`config.mk`:
```
export PLATFORM = sky130hd
export DESIGN_NAME = unlock_supervisor_flat
export DESIGN_NICKNAME = d
export VERILOG_FILES = /design/src/rtl/unlock_supervisor_pkg.sv /design/src/rtl/unlock_supervisor_if.sv /design/src/rtl/unlock_supervisor_timer.sv /design/src/rtl/unlock_supervisor.sv /design/src/flat_wrapper.sv
export SDC_FILE = /design/constraint.sdc
export NUM_CORES = 1
export LEC_CHECK = 0
export ABC_AREA = 1
export BUFFER_PORTS_ARGS = -buffer_cell sky130_fd_sc_hd__buf_2
export CAP_MARGIN = 40
export CORE_MARGIN = 1.5
export CORE_UTILIZATION = 48
export DETAILED_ROUTE_END_ITERATION = 8
export PLACE_DENSITY = 0.66
export SLEW_MARGIN = 40
export SYNTH_ARGS = -nofsm -noshare
export SYNTH_HDL_FRONTEND = slang
export SYNTH_HIERARCHICAL = 1
export SYNTH_SLANG_ARGS = --single-unit
```
`constraint.sdc`:
```
create_clock -name clk -period 4.5 [get_ports clk]
set_input_delay 0.225 -clock clk [delete_from_list [all_inputs] [get_ports clk]]
set_output_delay 0.225 -clock clk [all_outputs]
set_load 0.05 [all_outputs]
```
`src/rtl/unlock_supervisor_pkg.sv`:
```
// Shared types and width helpers for the unlock supervisor.
package unlock_sup_pkg;

    typedef enum logic [1:0] {
        IDLE    = 2'd0,
        OPEN    = 2'd1,
        LOCKOUT = 2'd2
    } sup_state_e;

    localparam int unsigned LEVEL_W = 2;

    // Bits needed to hold values 0..v-1; never less than one bit.
    function automatic int unsigned width_for(input int unsigned v);
        return (v <= 1) ? 1 : $clog2(v);
    endfunction

    function automatic int unsigned max_u(input int unsigned a, input int unsigned b);
        return (a > b) ? a : b;
    endfunction

endpackage

```
`src/rtl/unlock_supervisor_if.sv`:
```
// Event inputs from the unlocking system and supervisor status outputs.
interface unlock_supervisor_if
    import unlock_sup_pkg::*;
#(
    parameter int unsigned MAX_FAILS = 3
);
    localparam int unsigned FW = width_for(MAX_FAILS + 1);

    logic          unlock_i;
    logic          pwd_bad_i;
    logic          door_open;
    logic          lockout;
    logic          entry_en;
    logic [FW-1:0] fail_cnt;
    logic          alarm;

    modport master (
        output unlock_i, pwd_bad_i,
        input  door_open, lockout, entry_en, fail_cnt, alarm
    );

    modport slave (
        input  unlock_i, pwd_bad_i,
        output door_open, lockout, entry_en, fail_cnt, alarm
    );

endinterface

```
`src/rtl/unlock_supervisor_timer.sv`:
```
// Loadable down-counter that holds at zero; load wins over decrement.
module sup_timer #(
    parameter int unsigned W = 8
) (
    input  logic         clk,
    input  logic         rst_n,
    input  logic         load,
    input  logic [W-1:0] load_val,
    input  logic         en,
    output logic [W-1:0] cnt,
    output logic         zero
);

    logic [W-1:0] cnt_q, cnt_d;

    always_comb begin
        cnt_d = cnt_q;
        if (load) begin
            cnt_d = load_val;
        end else if (en && (cnt_q != '0)) begin
            cnt_d = cnt_q - W'(1);
        end
    end

    always_ff @(posedge clk or negedge rst_n) begin
        if (!rst_n) begin
            cnt_q <= '0;
        end else begin
            cnt_q <= cnt_d;
        end
    end

    assign cnt  = cnt_q;
    assign zero = (cnt_q == '0);

endmodule

```
`src/rtl/unlock_supervisor.sv`:
```
// Door-release window, consecutive-failure counter and timed lockout.
// Define UNLOCK_SUP_ESCALATE_EN to double each successive lockout (up to 8x).
module unlock_supervisor
    import unlock_sup_pkg::*;
#(
    parameter int unsigned MAX_FAILS      = 3,
    parameter int unsigned OPEN_CYCLES    = 100,
    parameter int unsigned LOCKOUT_CYCLES = 1000
) (
    input  logic                clk,
    input  logic                rst_n,
    unlock_supervisor_if.slave  bus
);

    localparam int unsigned FW = width_for(MAX_FAILS + 1);
`ifdef UNLOCK_SUP_ESCALATE_EN
    localparam int unsigned LOCK_MAX = LOCKOUT_CYCLES * 8;
`else
    localparam int unsigned LOCK_MAX = LOCKOUT_CYCLES;
`endif
    localparam int unsigned TW = width_for(max_u(OPEN_CYCLES, LOCK_MAX));

    sup_state_e    state_q, state_d;
    logic          door_q, door_d;
    logic          lock_q, lock_d;
    logic          entry_q, entry_d;
    logic [FW-1:0] fail_q, fail_d;
    logic          alarm_q, alarm_d;
    logic          unlock_q, bad_q;
    logic          primed_q;

    logic          ev_ok_c, ev_bad_c;
    logic          tmr_load;
    logic [TW-1:0] tmr_val;
    logic [TW-1:0] lock_val;
    logic [TW-1:0] unused_tmr_cnt;
    logic          tmr_zero;

    // primed_q masks the first edge after reset so a level already high is not an event.
    assign ev_bad_c = primed_q & bus.pwd_bad_i & ~bad_q;
    assign ev_ok_c  = primed_q & bus.unlock_i & ~unlock_q & ~ev_bad_c;

`ifdef UNLOCK_SUP_ESCALATE_EN
    logic [LEVEL_W-1:0] level_q, level_d;

    always_comb begin
        level_d = level_q;
        if (ev_ok_c && (state_q != LOCKOUT)) begin
            level_d = '0;
        end else if (alarm_d && (level_q != '1)) begin
            level_d = level_q + LEVEL_W'(1);
        end
    end

    always_ff @(posedge clk or negedge rst_n) begin
        if (!rst_n) begin
            level_q <= '0;
        end else begin
            level_q <= level_d;
        end
    end

    assign lock_val = TW'((LOCKOUT_CYCLES << level_q) - 1);
`else
    assign lock_val = TW'(LOCKOUT_CYCLES - 1);
`endif

    sup_timer #(.W(TW)) u_timer (
        .clk      (clk),
        .rst_n    (rst_n),
        .load     (tmr_load),
        .load_val (tmr_val),
        .en       (state_q != IDLE),
        .cnt      (unused_tmr_cnt),
        .zero     (tmr_zero)
    );

    // Next-state and next-output logic; a bad password always beats an unlock.
    always_comb begin
        state_d  = state_q;
        door_d   = door_q;
        lock_d   = lock_q;
        fail_d   = fail_q;
        alarm_d  = 1'b0;
        tmr_load = 1'b0;
        tmr_val  = '0;
        case (state_q)
            IDLE, OPEN: begin
                if (ev_bad_c) begin
                    door_d = 1'b0;
                    if (fail_q == FW'(MAX_FAILS - 1)) begin
                        state_d  = LOCKOUT;
                        lock_d   = 1'b1;
                        alarm_d  = 1'b1;
                        fail_d   = FW'(MAX_FAILS);
                        tmr_load = 1'b1;
                        tmr_val  = lock_val;
                    end else begin
                        state_d = IDLE;
                        if (fail_q < FW'(MAX_FAILS)) begin
                            fail_d = fail_q + FW'(1);
                        end
                    end
                end else if (ev_ok_c) begin
                    state_d  = OPEN;
                    door_d   = 1'b1;
                    fail_d   = '0;
                    tmr_load = 1'b1;
                    tmr_val  = TW'(OPEN_CYCLES - 1);
                end else if ((state_q == OPEN) && tmr_zero) begin
                    state_d = IDLE;
                    door_d  = 1'b0;
                end
            end
            LOCKOUT: begin
                if (tmr_zero) begin
                    state_d = IDLE;
                    lock_d  = 1'b0;
                    fail_d  = '0;
                end
            end
            default: begin
                state_d = IDLE;
                door_d  = 1'b0;
                lock_d  = 1'b0;
            end
        endcase
        entry_d = ~lock_d;
    end

    always_ff @(posedge clk or negedge rst_n) begin
        if (!rst_n) begin
            state_q  <= IDLE;
            door_q   <= 1'b0;
            lock_q   <= 1'b0;
            entry_q  <= 1'b1;
            fail_q   <= '0;
            alarm_q  <= 1'b0;
            unlock_q <= 1'b0;
            bad_q    <= 1'b0;
            primed_q <= 1'b0;
        end else begin
            state_q  <= state_d;
            door_q   <= door_d;
            lock_q   <= lock_d;
            entry_q  <= entry_d;
            fail_q   <= fail_d;
            alarm_q  <= alarm_d;
            unlock_q <= bus.unlock_i;
            bad_q    <= bus.pwd_bad_i;
            primed_q <= 1'b1;
        end
    end

    assign bus.door_open = door_q;
    assign bus.lockout   = lock_q;
    assign bus.entry_en  = entry_q;
    assign bus.fail_cnt  = fail_q;
    assign bus.alarm     = alarm_q;

endmodule

```
`src/flat_wrapper.sv`:
```
// flat-port wrapper written by rule: the top's interface ports become plain ports
module unlock_supervisor_flat import unlock_sup_pkg::*;
#(
    parameter int unsigned MAX_FAILS      = 3,
    parameter int unsigned OPEN_CYCLES    = 100,
    parameter int unsigned LOCKOUT_CYCLES = 1000
)
  (clk, rst_n, bus_unlock_i, bus_pwd_bad_i, bus_door_open, bus_lockout, bus_entry_en, bus_fail_cnt, bus_alarm);
  unlock_supervisor_if #(.MAX_FAILS(MAX_FAILS)) bus_i ();
  input  logic clk;
  input  logic rst_n;
  input wire logic [$bits(bus_i.unlock_i)-1:0] bus_unlock_i;
  input wire logic [$bits(bus_i.pwd_bad_i)-1:0] bus_pwd_bad_i;
  output wire logic [$bits(bus_i.door_open)-1:0] bus_door_open;
  output wire logic [$bits(bus_i.lockout)-1:0] bus_lockout;
  output wire logic [$bits(bus_i.entry_en)-1:0] bus_entry_en;
  output wire logic [$bits(bus_i.fail_cnt)-1:0] bus_fail_cnt;
  output wire logic [$bits(bus_i.alarm)-1:0] bus_alarm;
  assign bus_i.unlock_i = bus_unlock_i;
  assign bus_i.pwd_bad_i = bus_pwd_bad_i;
  assign bus_door_open = bus_i.door_open;
  assign bus_lockout = bus_i.lockout;
  assign bus_entry_en = bus_i.entry_en;
  assign bus_fail_cnt = bus_i.fail_cnt;
  assign bus_alarm = bus_i.alarm;
  unlock_supervisor #(.MAX_FAILS(MAX_FAILS), .OPEN_CYCLES(OPEN_CYCLES), .LOCKOUT_CYCLES(LOCKOUT_CYCLES)) u_core (.clk(clk), .rst_n(rst_n), .bus(bus_i));
endmodule
```
* After elaboration in Yosys (flattened, before gate mapping)
Index checks and enable logic that the tools add are counted.
** Word-level totals
- Register bits after elaboration :: 21
- Output and inout port bits :: 6
- Logic and storage cells :: 73
** Cells by class
- Add/subtract/negate cells :: 2
- Order comparisons :: 1
- Eq/ne operators :: 7
- Multiplexer cells :: 31
- Bitwise logic cells :: 10
- Reduce and logical (&&, ||, !) cells :: 12
** Operator list (number)
- 10-bit two-way mux :: 5
- 2-bit two-way mux :: 9
- 1-bit two-way mux :: 12
- 10-bit logical NOT :: 1
- 10-bit nonzero test :: 1
- 10-bit by 1-bit subtractor with 10-bit output (second input constant) :: 1
- 2-bit case mux with 2 select lines :: 2
- 7-bit two-way mux :: 1
- 2-bit nonzero test :: 3
- 1-bit bitwise AND :: 5
- 1-bit inverter :: 5
- 2-bit equality test (second input constant) :: 2
- 4-bit by 1-bit inequality test with 1-bit output (second input constant) :: 1
- 4-bit inequality test (second input constant) :: 1
- 1-bit case mux with 2 select lines :: 2
- 2-bit AND reduction :: 2
- 4-bit AND reduction :: 1
- 3-bit by 1-bit inequality test with 1-bit output (second input constant) :: 1
- 2-bit by 1-bit adder with 2-bit output (second input constant) :: 1
- 2-bit by 1-bit equality test with 1-bit output (second input constant) :: 1
- 1-bit logical AND :: 2
- 2-bit logical NOT :: 1
- 2-bit < comparator (second input constant) :: 1
- 2-bit by 1-bit inequality test with 1-bit output (second input constant) :: 1
- 2-bit OR reduction :: 1

* Logic depth before layout (Yosys ltp)
Gate-level depths: netlist (run 1).
- Word-level depth :: 8
- Mapped depth :: 11

* Hierarchy
The synthesis (run 1) kept the hierarchy.
** By module, submodules not included
- sup_timer :: instances 1, cells each 118, area an instance 758.2 um^2
- unlock_supervisor :: instances 1, cells each 63, area an instance 546.8 um^2

* Least setup slack after synthesis (run 1)
Ideal clock, no wire load.
- Kind :: register to register
- From :: register u_core.fail_q[1] (netlist: u_core/bus.fail_cnt[1])
- To :: register u_core.u_timer.cnt_q[3] (netlist: u_core/u_timer/cnt[3])
- Library setup time :: 74 ps
- Data arrival time :: 2156 ps
- Slack :: 2270 ps
- Stages on the path, launching flop included :: 11
- Path buffers :: 1
- Clock period less this slack :: 2230 ps
- Cell sequence :: dfrtp_1 > ha_1 > inv_1 > nor3_4 > inv_2 > nand2_1 > clkinv_1 > nand2_4 > buf_6 > nand2_1 > o21ai_2
** Between the ends
- Word-level cells in the longest chain between the ends :: 5
- Elaborated cells between the ends (all ways) :: 6
** Ends and longest elaborated chain
- from (decl) :: line unlock_supervisor.sv:27 : logic [FW-1:0] fail_q, fail_d;
- from (signal assigned) :: line unlock_supervisor.sv:147 : fail_q <= fail_d;
- 2-bit equality test * :: line unlock_supervisor.sv:91 : if (fail_q == FW'(MAX_FAILS - 1)) begin
- 1-bit two-way mux * :: line unlock_supervisor.sv:91
- 1-bit two-way mux * :: line unlock_supervisor.sv:89 : if (ev_bad_c) begin
- 1-bit two-way mux * :: line unlock_supervisor.sv:87 : case (state_q)
- net u_core.tmr_load :: line unlock_supervisor.sv:33 : logic tmr_load;
- 10-bit two-way mux / 2-bit nonzero test (equally long branches)
- to (signal assigned) :: line unlock_supervisor_timer.sv:29 : cnt_q <= cnt_d;
- to (decl) :: line unlock_supervisor_timer.sv:14 : logic [W-1:0] cnt_q, cnt_d;
The timed path passes the listed nets; every way through them passes the cells marked *.
A chain may end at the register's enable or synchronous reset.

* Worst setup path after layout (run 1)
- From :: register u_core.fail_q[0] (netlist: u_core/bus.fail_cnt[0])
- To :: register u_core.u_timer.cnt_q[8] (netlist: u_core/u_timer/cnt[8])
Same word-level chain as after synthesis.

==> results of run 1 <==
logic make-up after synthesis:
family                   Yosys count  share of synthesized area [%]
other                              2                          0.575
adder cells (fa/ha/maj)            3                           2.88
AND/OR/NAND/NOR                  111                           39.2
flip-flops                        21                           40.4
buffers and inverters             29                           9.49
AO/OA/AOI/OAI                     15                           7.48
synth_stat cells (all sizes together):
library cell / instances / area share (%)
a21oi: 1 / 0.38
buf: 2 / 1.7
nor2: 17 / 5.5
clkinv: 1 / 0.29
nand2: 67 / 20
inv: 25 / 7.2
nor3: 2 / 1.6
dfrtp: 20 / 38
o21ai: 14 / 7.1
dfstp: 1 / 2.0
conb: 2 / 0.58
nand3b: 3 / 1.7
ha: 3 / 2.9
nand3: 18 / 8.1
clkbuf: 1 / 0.29
nand4: 4 / 1.9
flip-flops by register name (all words and copies together) (netlist names):
register / flops
u_core/u_timer/cnt: 10
u_core/bus.fail_cnt: 2
u_core/state_q: 2
u_core/bad_q: 1
u_core/bus.alarm: 1
u_core/bus.door_open: 1
u_core/bus.entry_en: 1
u_core/bus.lockout: 1
u_core/primed_q: 1
u_core/unlock_q: 1
routing by layer:
metal  vias to the layer above  wire length [microns]  GRT usage, %
li1                        587                      -             -
met1                       506                   1310          26.2
met3                         2                     68          4.03
met4                         0                     15          6.10
met2                        11                   1130          30.6
met5                         -                      0             0
path summary, 6_finish.rpt:
check	startpoint	to	slack (ns)
setup reg to reg	u_core/bus.fail_cnt[0]$_DFFE_PN0P_	u_core/u_timer/cnt[8]$_DFFE_PN0P_	1.98
max in group asynchronous	rst_n	u_core/bus.entry_en$_DFF_PN1_	3.74
setup / recovery	u_core/bus.fail_cnt[0]$_DFFE_PN0P_	u_core/u_timer/cnt[8]$_DFFE_PN0P_	1.98
min in group asynchronous	rst_n	u_core/primed_q$_DFF_PN0_	0.40
hold / removal	bus_unlock_i	u_core/unlock_q$_DFF_PN0_	0.04
hold reg to reg	u_core/bus.door_open$_DFFE_PN0P_	u_core/bus.door_open$_DFFE_PN0P_	0.49
area by class of cell:
cell class | instances | area (sq um)
tap | 30 | 37.5
timing repair buffer | 10 | 55.1
fill | 246 | 1120
inverter | 26 | 97.6
clock buffer | 4 | 26.3
sequential | 21 | 527
multi-input combinational | 132 | 658
per-stage QoR:
| stage | utilization [%] | setup WS, ns | std cells |
|---|---|---|---|
| finish | 55.6 | 1.98 | 223 |
| global route | 55.6 | 1.71 | 223 |
| CTS | 55.6 | 2.01 | 223 |
| detailed placement | 54.1 | 2.04 | 218 |
| global placement | 54.1 | 2.16 | 218 |
| floorplan | - | 2.27 | 182 |
power groups by stage:
stage / sequential [mW] / combinational, mW / clock, mW
3_5_place_dp: 0.287 / 0.355 / 0
5_1_grt: 0.290 / 0.408 / 0.0997
2_1_floorplan: 0.293 / 0.275 / 0
3_3_place_gp: 0.287 / 0.342 / 0
6_report: 0.284 / 0.357 / 0.0883
4_1_cts: 0.283 / 0.357 / 0.0942
critical path: stages, from the launching register on:
cell      delay [ns]
dfrtp_1         0.44
inv_1           0.08
ha_1            0.16
inv_1           0.08
nor3_4          0.30
inv_2           0.08
nand2_1         0.36
clkinv_1        0.41
nand2_4         0.31
inv_1           0.08
nand2_1         0.06
nand2_1         0.05
repair_timing:
action / CTS / global route
resized for setup: 0 / 0
hold buffers: 1 / 0
hold endpoints to repair: 20 / 0
==> qor.yml, run 1 <==
status: "finished, final reports clean"
core_area_sq_um: 2520
htreeDepth: 1
routabilityCongestion: 0.897
cts_tree: "done"
setup.worst_path.end_class: "flop"
finalSetupViolations: 0
drc: 0
drt_iter0_markers: 25
mostFrequentLayoutCells: "63 x nand2_1, 24 x inv_1, 20 x dfrtp_1, 15 x nand3_1, 14 x nor2_1"
wl_microns: 2530
grtUsageTotal_pct: 19.2
yosysSeqAreaShare_pct: 40.4
diodes: 0
fin_crit_ns: 2.52
wl_per_cell_microns: 11.3
hold_path.class: "input pin to flop"
dieArea_sq_um: 3040
antenna_found_initial: 0
grt_start_max_net_pins: 22
tns_ns: 0
worstPathMaxFanout: 18
dp_hpwl_microns: 1920
via_count: 1106
drv_slew: 0
viasPerCell: 4.96
die_w_microns: 55.1
worstPathRequired_ns: 4.69
cts_sinks: 21
timing.fmax_mhz: 397
clk_pin_slew_worst_paths_ns: 0.12
layout_commonest_cell: "nand2_1"
syn_inst: 181
worstSetupPathType: "flop to flop"
die_y_microns: 55.1
rows: 18
cts_setup_buffers: 0
switching_share_pct: 46.0
p_leak_nw: 0.750
clock_latency_ns: 0.29
clockRootBuffer: "clkbuf_4"
grt_pass1_wl_microns: 4100
final.setup_skew_ns: 0.00595
synth_cell_types: 24
synth_warnings: 6
drtAntennaViolNets: 0
power.total_mw: 0.729
place_area_sq_um: 1370
hold_path_depth: 1
syn_avg_cell_area_sq_um: 7.21
fin_crit_sh_pct: 56.0
hold_viol_final: 0
fin_area_sq_um: 1400
io_pins: 10
maxCapViolations: 0
numCtsBuffers: 3
pwr-share-comb_pct: 49.0
clkPwrFrac_pct: 12.1
powerDensity_nw_per_um2: 520
io_buffers: 9
p_seq_share_pct: 38.9
area_delta_synth_final_pct: 7.38
startpoint_type: "flop"
whs_ns: 0.0429
fin_nets: 201
dr.pass1.iters: 4
arrival_ns: 2.71
grt_pass1_vias: 972
reg2reg_depth: 11
grt.overflow.total: 0
start_util_pct: 51.7
clockBufferDepth: 2
ir_drop_uv: 290
synth-seq-cells: 21
switchingPower_mw: 0.335
intPower_mw: 0.394
syn-cell-area_sq_um: 1310
drive_gt1_share_pct: 16.1
rsz0062_at_grt: "false"
Note: power is estimated with default switching activity, not from simulation.
==> run 2: changes to the inputs <==
--- a/config.mk
+++ b/config.mk
@@ -11,7 +11,7 @@
 export CORE_MARGIN = 1.5
 export CORE_UTILIZATION = 48
 export DETAILED_ROUTE_END_ITERATION = 8
-export PLACE_DENSITY = 0.66
+export PLACE_DENSITY = 0.69
 export SLEW_MARGIN = 40
 export SYNTH_ARGS = -nofsm -noshare
 export SYNTH_HDL_FRONTEND = slang
==> constraint.sdc (replaced) <==
create_clock -name clk -period 2.1 [get_ports clk]
set_input_delay 0.105 -clock clk [delete_from_list [all_inputs] [get_ports clk]]
set_output_delay 0.105 -clock clk [all_outputs]
set_load 0.05 [all_outputs]
==> qor.yml, run 2 (same netlist as run 1, synthesis figures left out) <==
cts_setup_buffers: 0
drtAntennaViolNets: 0
crit_family: "simple AND/OR/NAND/NOR gates"
grt_pass1_wl_microns: 4170
p_leak_nw: 0.769
worstPathRequired_ns: 2.30
critPathBufInv: 2
rsz0062_at_grt: "false"
cts_sinks: 21
setup.worst_path.end_class: "flop"
dr.pass1.iters: 4
status: "finished, final reports clean"
clk_pin_slew_worst_paths_ns: 0.12
reg2reg_depth: 9
clockBufferDepth: 2
worstSetupPathType: "flop to flop"
dieArea_sq_um: 3040
r2r_start: "u_core/u_timer/cnt[0]$_DFFE_PN0P_"
tns_ns: 0
routabilityCongestion: 0.836
finalSetupViolations: 0
final.setup_skew_ns: 0.00716
worstPathMaxFanout: 5
die_w_microns: 55.1
start_util_pct: 51.7
grt_start_max_net_pins: 22
grt.overflow.total: 0
dp_hpwl_microns: 1900
arrival_ns: 2.01
grt_pass1_vias: 1001
diodes: 0
clockRootBuffer: "clkbuf_4"
ir_drop_uv: 671
hold_viol_final: 0
timing.fmax_mhz: 553
power.total_mw: 1.56
drv_slew: 0
core_area_sq_um: 2520
startpoint_type: "flop"
rr_endpoint: "u_core/bus.fail_cnt[0]$_DFFE_PN0P_"
io_buffers: 9
grtUsageTotal_pct: 19.3
fin_crit_ns: 1.81
whs_ns: 0.272
wl_microns: 2550
layout_commonest_cell: "nand2_1"
slowest_stage: "dfrtp_1"
wl_per_cell_microns: 11.2
io_pins: 10
maxCapViolations: 0
viasPerCell: 5.00
reg2reg_slack_ns: 0.29
area_delta_synth_final_pct: 10.3
clock_latency_ns: 0.30
drt_iter0_markers: 21
largest_reg_flops: 10
mostFrequentLayoutCells: "63 x nand2_1, 24 x inv_1, 19 x dfrtp_1, 15 x nand3_1, 14 x nor2_1"
antenna_found_initial: 0
numCtsBuffers: 3
drc: 0
slowest_delay_ns: 0.39
drive_gt1_share_pct: 17.8
htreeDepth: 1
hold_path.class: "input pin to async pin"
rows: 18
via_count: 1135
fin_crit_sh_pct: 86.1
dp_slack_ns: 0.330
die_y_microns: 55.1
crit_chain: "inv_1 -> ha_1 -> nand3_1 -> nor3_1 -> inv_1 -> o21ai_1 -> nand3_2 -> nand2_1 -> nand2_1"
cts.repair.resized: 0
setup_slack_ns: 0.291
cts_tree: "done"
powerDensity_nw_per_um2: 1090
fin_nets: 205
==> run 2: cell types whose count changed in the layout (fill, tap and decap cells not counted) <==
cell	previous run	this run
dfrtp_1	20	19
clkinv_1	1	0
clkinv_2	0	1
dfrtp_2	0	1
dlygate4sd3_1	1	3
buf_4	0	2
==> run 2: repair_timing <==
| action | 4_1_cts | 5_1_grt |
|---|---|---|
| hold buffers | 3 | 0 |
| setup endpoints to repair | 0 | 0 |
| hold endpoints to repair | 22 | 0 |
==> run 2: metal layers <==
metal | GRT usage, % | wire length, microns
met4 | 7.72 | 15
met5 | 0 | 0
met1 | 26.6 | 1260
met3 | 2.42 | 84
met2 | 30.8 | 1180
==> run 2: worst max path at each step <==
stage                                            start                            endpoint  cells after the start
floorplan           u_core/bus.fail_cnt[0]$_DFFE_PN0P_   u_core/u_timer/cnt[2]$_DFFE_PN0P_                     10
global placement     u_core/u_timer/cnt[0]$_DFFE_PN0P_  u_core/bus.fail_cnt[0]$_DFFE_PN0P_                      9
detailed placement  u_core/bus.fail_cnt[0]$_DFFE_PN0P_   u_core/u_timer/cnt[8]$_DFFE_PN0P_                     11
CTS                  u_core/u_timer/cnt[0]$_DFFE_PN0P_  u_core/bus.fail_cnt[0]$_DFFE_PN0P_                      9
global route        u_core/bus.fail_cnt[0]$_DFFE_PN0P_   u_core/u_timer/cnt[8]$_DFFE_PN0P_                     11
finish               u_core/u_timer/cnt[0]$_DFFE_PN0P_  u_core/bus.fail_cnt[0]$_DFFE_PN0P_                      9
==> run 2: report_power, final <==
part,total [mW],internal [mW],switching (mW)
clock network,0.195,0.0741,0.121
logic,0.755,0.263,0.492
registers,0.614,0.509,0.105
==> run 2: cell type report <==
cell class	instances	area, sq um
clock buffers	4	26.3
fillers	242	1080
inverters	26	98.8
multi-input cells	132	658
flip-flops and latches	21	528
well taps	30	37.5
repair buffers	14	90.1
==> run 2: through the flow <==
stage	area (sq um)	util (%)	cells
final	1440	57.0	227
after global routing	1440	57.0	227
after CTS	1440	57.0	227
after detailed placement	1380	54.8	220
after global placement	1380	54.8	220
after floorplan	1310	-	182
